==> src/rtl/period_abs_sum_ctrl.sv <==
// period_abs_sum_ctrl
//
// Runs the shared 16-lane int8 absolute-sum datapath over one detection
// period of cfg_beats 128-bit beats. Each accepted beat goes into dp_data,
// and the datapath's sum is added to a saturating energy accumulator one
// cycle later. At the end of the period the energy and a threshold decision
// are offered on a valid/ready report port. The block then either idles or,
// in continuous mode, starts the next period.
//
// Ports:
//   clk, rst_n          clock, asynchronous active-low reset
//   start, abort        run control pulses (abort wins over everything)
//   cfg_beats           beats per period, 0 = 2^BEATS_W (latched on start)
//   cfg_thresh          detection threshold (latched on start)
//   cfg_cont            1 = back-to-back periods until abort (latched on start)
//   in_valid/in_ready   input beat handshake, in_data = 16 x int8
//   dp_data / dp_sum    registered beat to the datapath and its abs-sum
//   out_valid/out_ready report handshake
//   out_energy          period energy, out_detect = energy >= threshold
//   busy                any state other than IDLE
`timescale 1ns/1ps
module period_abs_sum_ctrl #(
    parameter int BEATS_W = 8,
    parameter int ACC_W   = 40
) (
    input  logic               clk,
    input  logic               rst_n,
    input  logic               start,
    input  logic               abort,
    input  logic [BEATS_W-1:0] cfg_beats,
    input  logic [ACC_W-1:0]   cfg_thresh,
    input  logic               cfg_cont,
    input  logic               in_valid,
    output logic               in_ready,
    input  logic [127:0]       in_data,
    output logic [127:0]       dp_data,
    input  logic [31:0]        dp_sum,
    output logic               out_valid,
    input  logic               out_ready,
    output logic [ACC_W-1:0]   out_energy,
    output logic               out_detect,
    output logic               busy
);

    typedef enum logic [1:0] {IDLE, ACCUM, DRAIN, REPORT} state_t;

    state_t             state_reg, state_next;
    logic [BEATS_W-1:0] cfg_beats_reg;
    logic [ACC_W-1:0]   cfg_thresh_reg;
    logic               cfg_cont_reg;
    logic [BEATS_W-1:0] cnt_reg;
    logic [ACC_W-1:0]   acc_reg;
    logic               s1_reg;

    logic               handshake;
    logic [BEATS_W-1:0] cnt_inc;
    logic               last_beat;
    logic [ACC_W:0]     acc_sum;
    logic [ACC_W-1:0]   acc_add;
    logic [ACC_W-1:0]   acc_next;
    logic               unused_dp_sum_hi;

    // A per-beat sum never exceeds 2048, so only the low 12 bits matter.
    assign unused_dp_sum_hi = ^dp_sum[31:12];

    assign handshake = in_valid & in_ready;
    assign cnt_inc   = cnt_reg + 1'b1;
    // The counter wraps naturally, so cfg_beats = 0 matches after 2^BEATS_W
    // beats without any special case.
    assign last_beat = (cnt_inc == cfg_beats_reg);

    // One extra bit catches the carry; on overflow the accumulator pins at
    // all-ones instead of wrapping.
    assign acc_sum  = {1'b0, acc_reg} + {{(ACC_W-11){1'b0}}, dp_sum[11:0]};
    assign acc_add  = acc_sum[ACC_W] ? {ACC_W{1'b1}} : acc_sum[ACC_W-1:0];
    assign acc_next = s1_reg ? acc_add : acc_reg;

    assign out_valid = (state_reg == REPORT);
    assign busy      = (state_reg != IDLE);

    always_comb begin
        state_next = state_reg;
        in_ready   = 1'b0;
        case (state_reg)
            IDLE:    if (start) state_next = ACCUM;
            ACCUM: begin
                in_ready = 1'b1;
                if (in_valid && last_beat) state_next = DRAIN;
            end
            DRAIN:   state_next = REPORT;
            REPORT:  if (out_ready) state_next = cfg_cont_reg ? ACCUM : IDLE;
            default: state_next = IDLE;
        endcase
        if (abort) state_next = IDLE;
    end

    always_ff @(posedge clk or negedge rst_n) begin
        if (!rst_n) begin
            state_reg      <= IDLE;
            cfg_beats_reg  <= '0;
            cfg_thresh_reg <= '0;
            cfg_cont_reg   <= 1'b0;
            cnt_reg        <= '0;
            acc_reg        <= '0;
            s1_reg         <= 1'b0;
            dp_data        <= '0;
            out_energy     <= '0;
            out_detect     <= 1'b0;
        end else begin
            state_reg <= state_next;
            if (abort) begin
                // Partial period and any pending report are thrown away.
                s1_reg  <= 1'b0;
                acc_reg <= '0;
                cnt_reg <= '0;
            end else begin
                s1_reg  <= handshake;
                acc_reg <= acc_next;
                if (handshake) begin
                    dp_data <= in_data;
                    cnt_reg <= cnt_inc;
                end
                case (state_reg)
                    IDLE: begin
                        if (start) begin
                            cfg_beats_reg  <= cfg_beats;
                            cfg_thresh_reg <= cfg_thresh;
                            cfg_cont_reg   <= cfg_cont;
                            acc_reg        <= '0;
                            cnt_reg        <= '0;
                        end
                    end
                    DRAIN: begin
                        // The final beat's sum lands on this edge, so the
                        // report captures the post-add value.
                        out_energy <= acc_next;
                        out_detect <= (acc_next >= cfg_thresh_reg);
                    end
                    REPORT: begin
                        if (out_ready) begin
                            acc_reg <= '0;
                            cnt_reg <= '0;
                        end
                    end
                    default: ;
                endcase
            end
        end
    end

endmodule

==> config.mk <==
export PLATFORM = sky130hd
export DESIGN_NAME = period_abs_sum_ctrl
export DESIGN_NICKNAME = d
export VERILOG_FILES = /design/src/rtl/period_abs_sum_ctrl.sv
export SDC_FILE = /design/constraint.sdc
export NUM_CORES = 1
export LEC_CHECK = 0
export CELL_PAD_IN_SITES_DETAIL_PLACEMENT = 1
export CELL_PAD_IN_SITES_GLOBAL_PLACEMENT = 2
export CORE_MARGIN = 5
export CORE_UTILIZATION = 27
export DETAILED_ROUTE_END_ITERATION = 12
export PLACE_DENSITY_LB_ADDON = 0.25
export SYNTH_ARGS = -nofsm -noshare
export SYNTH_HDL_FRONTEND = slang
export SYNTH_SLANG_ARGS = --single-unit
==> constraint.sdc <==
create_clock -name clk -period 4.2 [get_ports clk]
set_input_delay 0.84 -clock clk [delete_from_list [all_inputs] [get_ports clk]]
set_output_delay 0.84 -clock clk [all_outputs]
set_load 0.05 [all_outputs]
* After elaboration in Yosys (flattened, before gate mapping)
Index checks and enable logic that the tools add are counted.
** Storage, ports and cells
- Register bits :: 269
- Latch bits :: 0
- Memory bits (writable) :: 0
- Memory bits (read-only) :: 0
- Input bits :: 215
- Output and inout port bits :: 172
- Word-level logic and storage cells :: 48
- Memories :: 0
** Cells by class
- Add/sub/neg operators :: 2
- Multiply operators :: 0
- Div/mod/pow operators :: 0
- $lt $le $gt $ge :: 1
- Equal/unequal tests :: 7
- Shifts and indexed selects :: 0
- Muxes and demuxes :: 19
- Bitwise operators :: 2
- Reductions and logical operators :: 7
** Operators with widths (number)
- two-way mux 40 bit :: 5
- one-hot mux 40 bit (2 select lines) :: 1
- adder 40 x 12 -> 41 bit :: 1
- >= comparator 40 bit :: 1
- two-way mux 8 bit :: 4
- one-hot mux 8 bit (2 select lines) :: 1
- adder 8 x 1 -> 8 bit (second input constant) :: 1
- equality test 8 bit :: 1
- two-way mux 2 bit :: 4
- one-hot mux 2 bit (4 select lines) :: 1
- != test 3 bit (second input constant) :: 2
- AND reduction 3 bit :: 2
- equality test 2 bit (second input constant) :: 2
- AND reduction 2 bit :: 2
- two-way mux 1 bit :: 3
- != test 3 x 2 -> 1 bit (second input constant) :: 1
- equality test 2 x 1 -> 1 bit (second input constant) :: 1
- logical NOT 2 bit :: 1
- nonzero test 2 bit :: 1
- AND 1 bit :: 1
- logical AND 1 bit :: 1
- NOT 1 bit :: 1

* Depth between registers and ports, before layout
- Depth after elaboration :: 7
- Mapped depth :: 18

* Worst setup path after synthesis
OpenSTA, ideal clock, no wires.
- Kind :: input-to-reg
- Start point :: input port dp_sum[0]
- End point :: register out_detect
- Setup time :: 0.120 ns
- Data arrival time :: 4.312 ns
- Path slack :: -0.232 ns
- Stages on the path :: 17
- Buffers on the path :: 1
- Cells stage by stage :: ha_1 fa_1 a211oi_1 o211ai_1 a21oi_1 nand3b_1 clkbuf_1 o21a_1 inv_1 ha_1 a21o_1 a21o_1 a21oi_1 o22ai_1 a211oi_1 o31ai_1 a31o_2
** On the way
- Cells in the longest elaborated chain, start to end :: 4
** RTL lines
- start, declared :: line 37 : input logic [31:0] dp_sum,
- adder 40 x 12 -> 41 bit :: line 74 : assign acc_sum = {1'b0, acc_reg} + {{(ACC_W-11){1'b0}}, dp_sum[11:0]};
- two-way mux 40 bit :: line 75 : assign acc_add = acc_sum[ACC_W] ? {ACC_W{1'b1}} : acc_sum[ACC_W-1:0];
- two-way mux 40 bit :: line 76 : assign acc_next = s1_reg ? acc_add : acc_reg;
- named net acc_next[13] :: line 60 : logic [ACC_W-1:0] acc_next;
- >= comparator 40 bit :: line 137 : out_detect <= (acc_next >= cfg_thresh_reg);
- end signal, assigned :: line 137
- end, declared :: line 41 : output logic out_detect,
The timed path passes the listed nets, and every way through them passes these cells.
A chain may end at the register's enable or synchronous reset.

* Final worst setup path
Same ends and word-level chain as after synthesis.

==> results by group <==
Worst setup path
  • CP top delay family: compound AO/OA/AOI/OAI gates
  • Critical Path RT: 4.62 ns
  • Critical path's largest stage delay: 0.36 ns
  • Worst Path Buf+Inv: 4
  • Crit. End Element: register
  • Critical path's slowest cell: fa_2
  • Crit start category: input port
  • Arrival time at the worst endpoint: 4.47 ns
  • Crit path cell chain: dlygate4sd2_1, ha_2, fa_2, a211oi_2, o211ai_1, buf_4, a21oi_4, nand3b_1, buf_6, nand2_1, o21ai_1, inv_1, ha_1, nand4_1, or2_2, o22ai_1, a211oi_2, o31ai_4, a31o_2
  • Crit Path Class: input port to register
  • Worst path most repeated cell: a211oi_2
  • Crit-path max FO: 6

Synth
  • Cell Area, Synth: 12630 sq um
  • XOR/XNOR Fraction of Synth Area: 2.567%
  • Post-synth top flop: dfrtp_1
  • Compound-Gate Fraction of Synth Area: 8.671%
  • Post-synthesis cell count: 1084
  • EDFF count, synth: 0
  • Adder-cell area share of the yosys netlist: 5.906%
  • Count of state elements after synthesis: 269
  • Syn Nets: 1358
  • Post-synthesis mux area share: 16.18%
  • Synth Area in Simple Gates: 9.583%
  • FFs w/ async S/R, synth: 100.0%
  • Yosys top cell by area: dfrtp_1
  • Synth top area share: 53.31%
  • Main combinational cell family by area after synthesis: multiplexers
  • Count of cell types in the netlist: 63
  • Synthesized area per cell: 11.65 sq um
  • Synth cell count leaders: 269 x dfrtp_1, 177 x mux2_2, 99 x nor2_1, 80 x inv_1, 60 x nand2_1
  • Synth top area cells: dfrtp_1 53%, mux2_2 16%, ha_1 5.7%
  • Yosys warns: 0
  • Post-synthesis sequential area ratio: 53.31%
  • Top-count cell post-synth: dfrtp_1

CTS
  • Worst skew pair latency: 0.56 ns
  • CTS tree: yes
  • Worst-path clk slew: 0.05 ns
  • Root buf cell: clkbuf_16
  • CTS Sinks: 269
  • Htree depth: 2
  • Num CTS Buffers: 37
  • Clock Path Buffers: 3
  • CTS Hold Buffers Added: 0

GRT
  • Met1 Use GR: 20.49%
  • Vias in the first global route: 11350
  • Largest net degree at the start of global routing: 97
  • Overall routing resource usage: 17.46%
  • First-pass GRT wire length: 68.55 mm
  • GR Util met2: 29.56%
  • Most Used Layer, Global Route: met2
  • Total gr overflow: 0
  • Antenna violations before repair: 9
  • M3 GR Usage: 7.045%

Detailed routing
  • Vias: 10150
  • Post-DR vias/cell: 4.586
  • Routed WL: 44.89 mm
  • First-pass iteration count of the detailed router: 4
  • Routed Antenna Nets: 0
  • DR DRC count: 0
  • Routed length per instance: 20.28 um
  • Drt initial violations: 378

Timing
  • Slew headroom: 45.81%
  • Endpoints failing setup: 0
  • Clock skew: 0.02345 ns
  • Tmin final: 4.048 ns
  • Pins over their slew limit: 0
  • Fmax: 247.0 MHz
  • Tcrit/Tclk final: 96.38%
  • Worst hold slack: 0.3528 ns
  • Final setup margin: 0.1522 ns
  • Slew @ Worst Pin: 0.8128 ns
  • Endpoints failing hold: 0

Layout
  • Biggest register: dp_data
  • Reg area: 6731 sq um
  • Largest register FFs: 128
  • Multi-input gate area: 5709 sq um
  • Ratio of cells with drive above 1 in the final layout: 26.56%
  • Nets: 1850
  • Area growth, synth to finish: 54.59%
  • Fillcell total: 5050

Floorplanning
  • Die X: 226.2 um
  • Initial core utilization: 27.24%
  • Die height: 226.2 um
  • Placeable core area: 46360 sq um
  • Num rows: 79
  • Die footprint: 51190 sq um
  • # IOs: 387

Power
  • Max VDD drop: 0.0005085 V
  • Post-route total power: 0.01399 W
  • Leak pwr: 8.799 nW
  • PwrDens: 716.6 nW/um^2

Placement
  • Pre-CTS setup slack: -0.9375 ns
  • Detail Placement HPWL: 34.53 mm
  • Placer Congestion: 0.7900
  • IO buf count: 366

Run
  • Max cap viols: 0

Hold path
  • HP Class: input port to asynchronous set/reset pin

Status
  • Status: completed
## timing repair
action,in CTS,in global routing
endpoints found under the setup margin,1,1
pin swaps,19,21
resized for setup,27,28
setup buffers,3,4
## cell type report
| cell class | count | area share (%) |
|---|---|---|
| inverters | 80 | 1.538 |
| repair buffers | 496 | 24.31 |
| diodes | 3 | 0.03846 |
| flip-flops and latches | 269 | 34.49 |
| clock buffers | 57 | 5.795 |
| well taps | 607 | 3.891 |
| clock inverters | 10 | 0.6923 |
| multi-input cells | 692 | 29.25 |
## path summary, 6_finish.rpt
kind,startpoint,endpoint,slack [ns],cells past startpoint
setup reg to reg,acc_reg[0]$_DFF_PN0_,out_detect$_DFFE_PN0P_,0.29,18
hold / removal,rst_n,out_energy[24]$_DFFE_PN0P_,0.35,1
min in group clk,out_energy[10]$_DFFE_PN0P_,out_energy[10]$_DFFE_PN0P_,0.47,2
setup / recovery,dp_sum[0],out_detect$_DFFE_PN0P_,0.15,19
max in group asynchronous,rst_n,dp_data[125]$_DFFE_PN0P_,2.99,2
hold reg to reg,out_energy[10]$_DFFE_PN0P_,out_energy[10]$_DFFE_PN0P_,0.47,2
## report_power, final
| group | total, W | switching [W] | internal [W] |
|---|---|---|---|
| clock network | 0.00325 | 0.00122 | 0.00204 |
| registers | 0.00409 | 0.000556 | 0.00354 |
| logic | 0.00664 | 0.00410 | 0.00254 |
## through the flow
stage	TNS (ns)	util, %	instance area [sq um]	instances
6_report	0	42.10	19520	2214
3_5_place_dp	-0.9375	38.63	17910	2137
4_1_cts	0	41.64	19300	2207
5_1_grt	-0.006031	42.09	19510	2211
2_1_floorplan	0	-	12640	1084
3_3_place_gp	-0.8351	38.63	17910	2137
## worst reg2reg max path, stage by stage (launching register included)
cell and delay (ns):
dfrtp_1 0.40, ha_2 0.20, fa_2 0.36, a211oi_2 0.26, o211ai_1 0.20, buf_4 0.19, a21oi_4 0.18, nand3b_1 0.22
buf_6 0.16, nand2_1 0.06, o21ai_1 0.21, inv_1 0.08, ha_1 0.29, nand4_1 0.12, or2_2 0.16, o22ai_1 0.09
a211oi_2 0.28, o31ai_4 0.13, a31o_2 0.22
## kinds of logic after synthesis
family                     count (synthesis)
AOI/OAI and AO/OA                        160
muxes                                    182
adders and majority gates                 59
buffers and inverters                    123
and+or+nand+nor                          254
xor gates and xnor gates                  37
DFF                                      269
## cells in the final DEF (no fill, tap or decap), types with 19 or more instances in the layout
cell type,instances
clkbuf_16,37
xnor2_1,22
nand2_1,60
clkdlybuf4s50_1,358
inv_1,80
dfrtp_1,269
a21o_1,21
buf_4,121
o21ai_0,28
nor2_1,91
mux2_2,177
ha_1,49
a21oi_1,25
nand4_1,19
## metal layers
metal  up-vias  part of all wire (%)
li1       4809                     -
met1      5020                    40
met2       247                    49
met3        67                   8.3
met4        10                   2.2
met5         -                  0.14
Note: power is estimated with default switching activity, not from simulation.
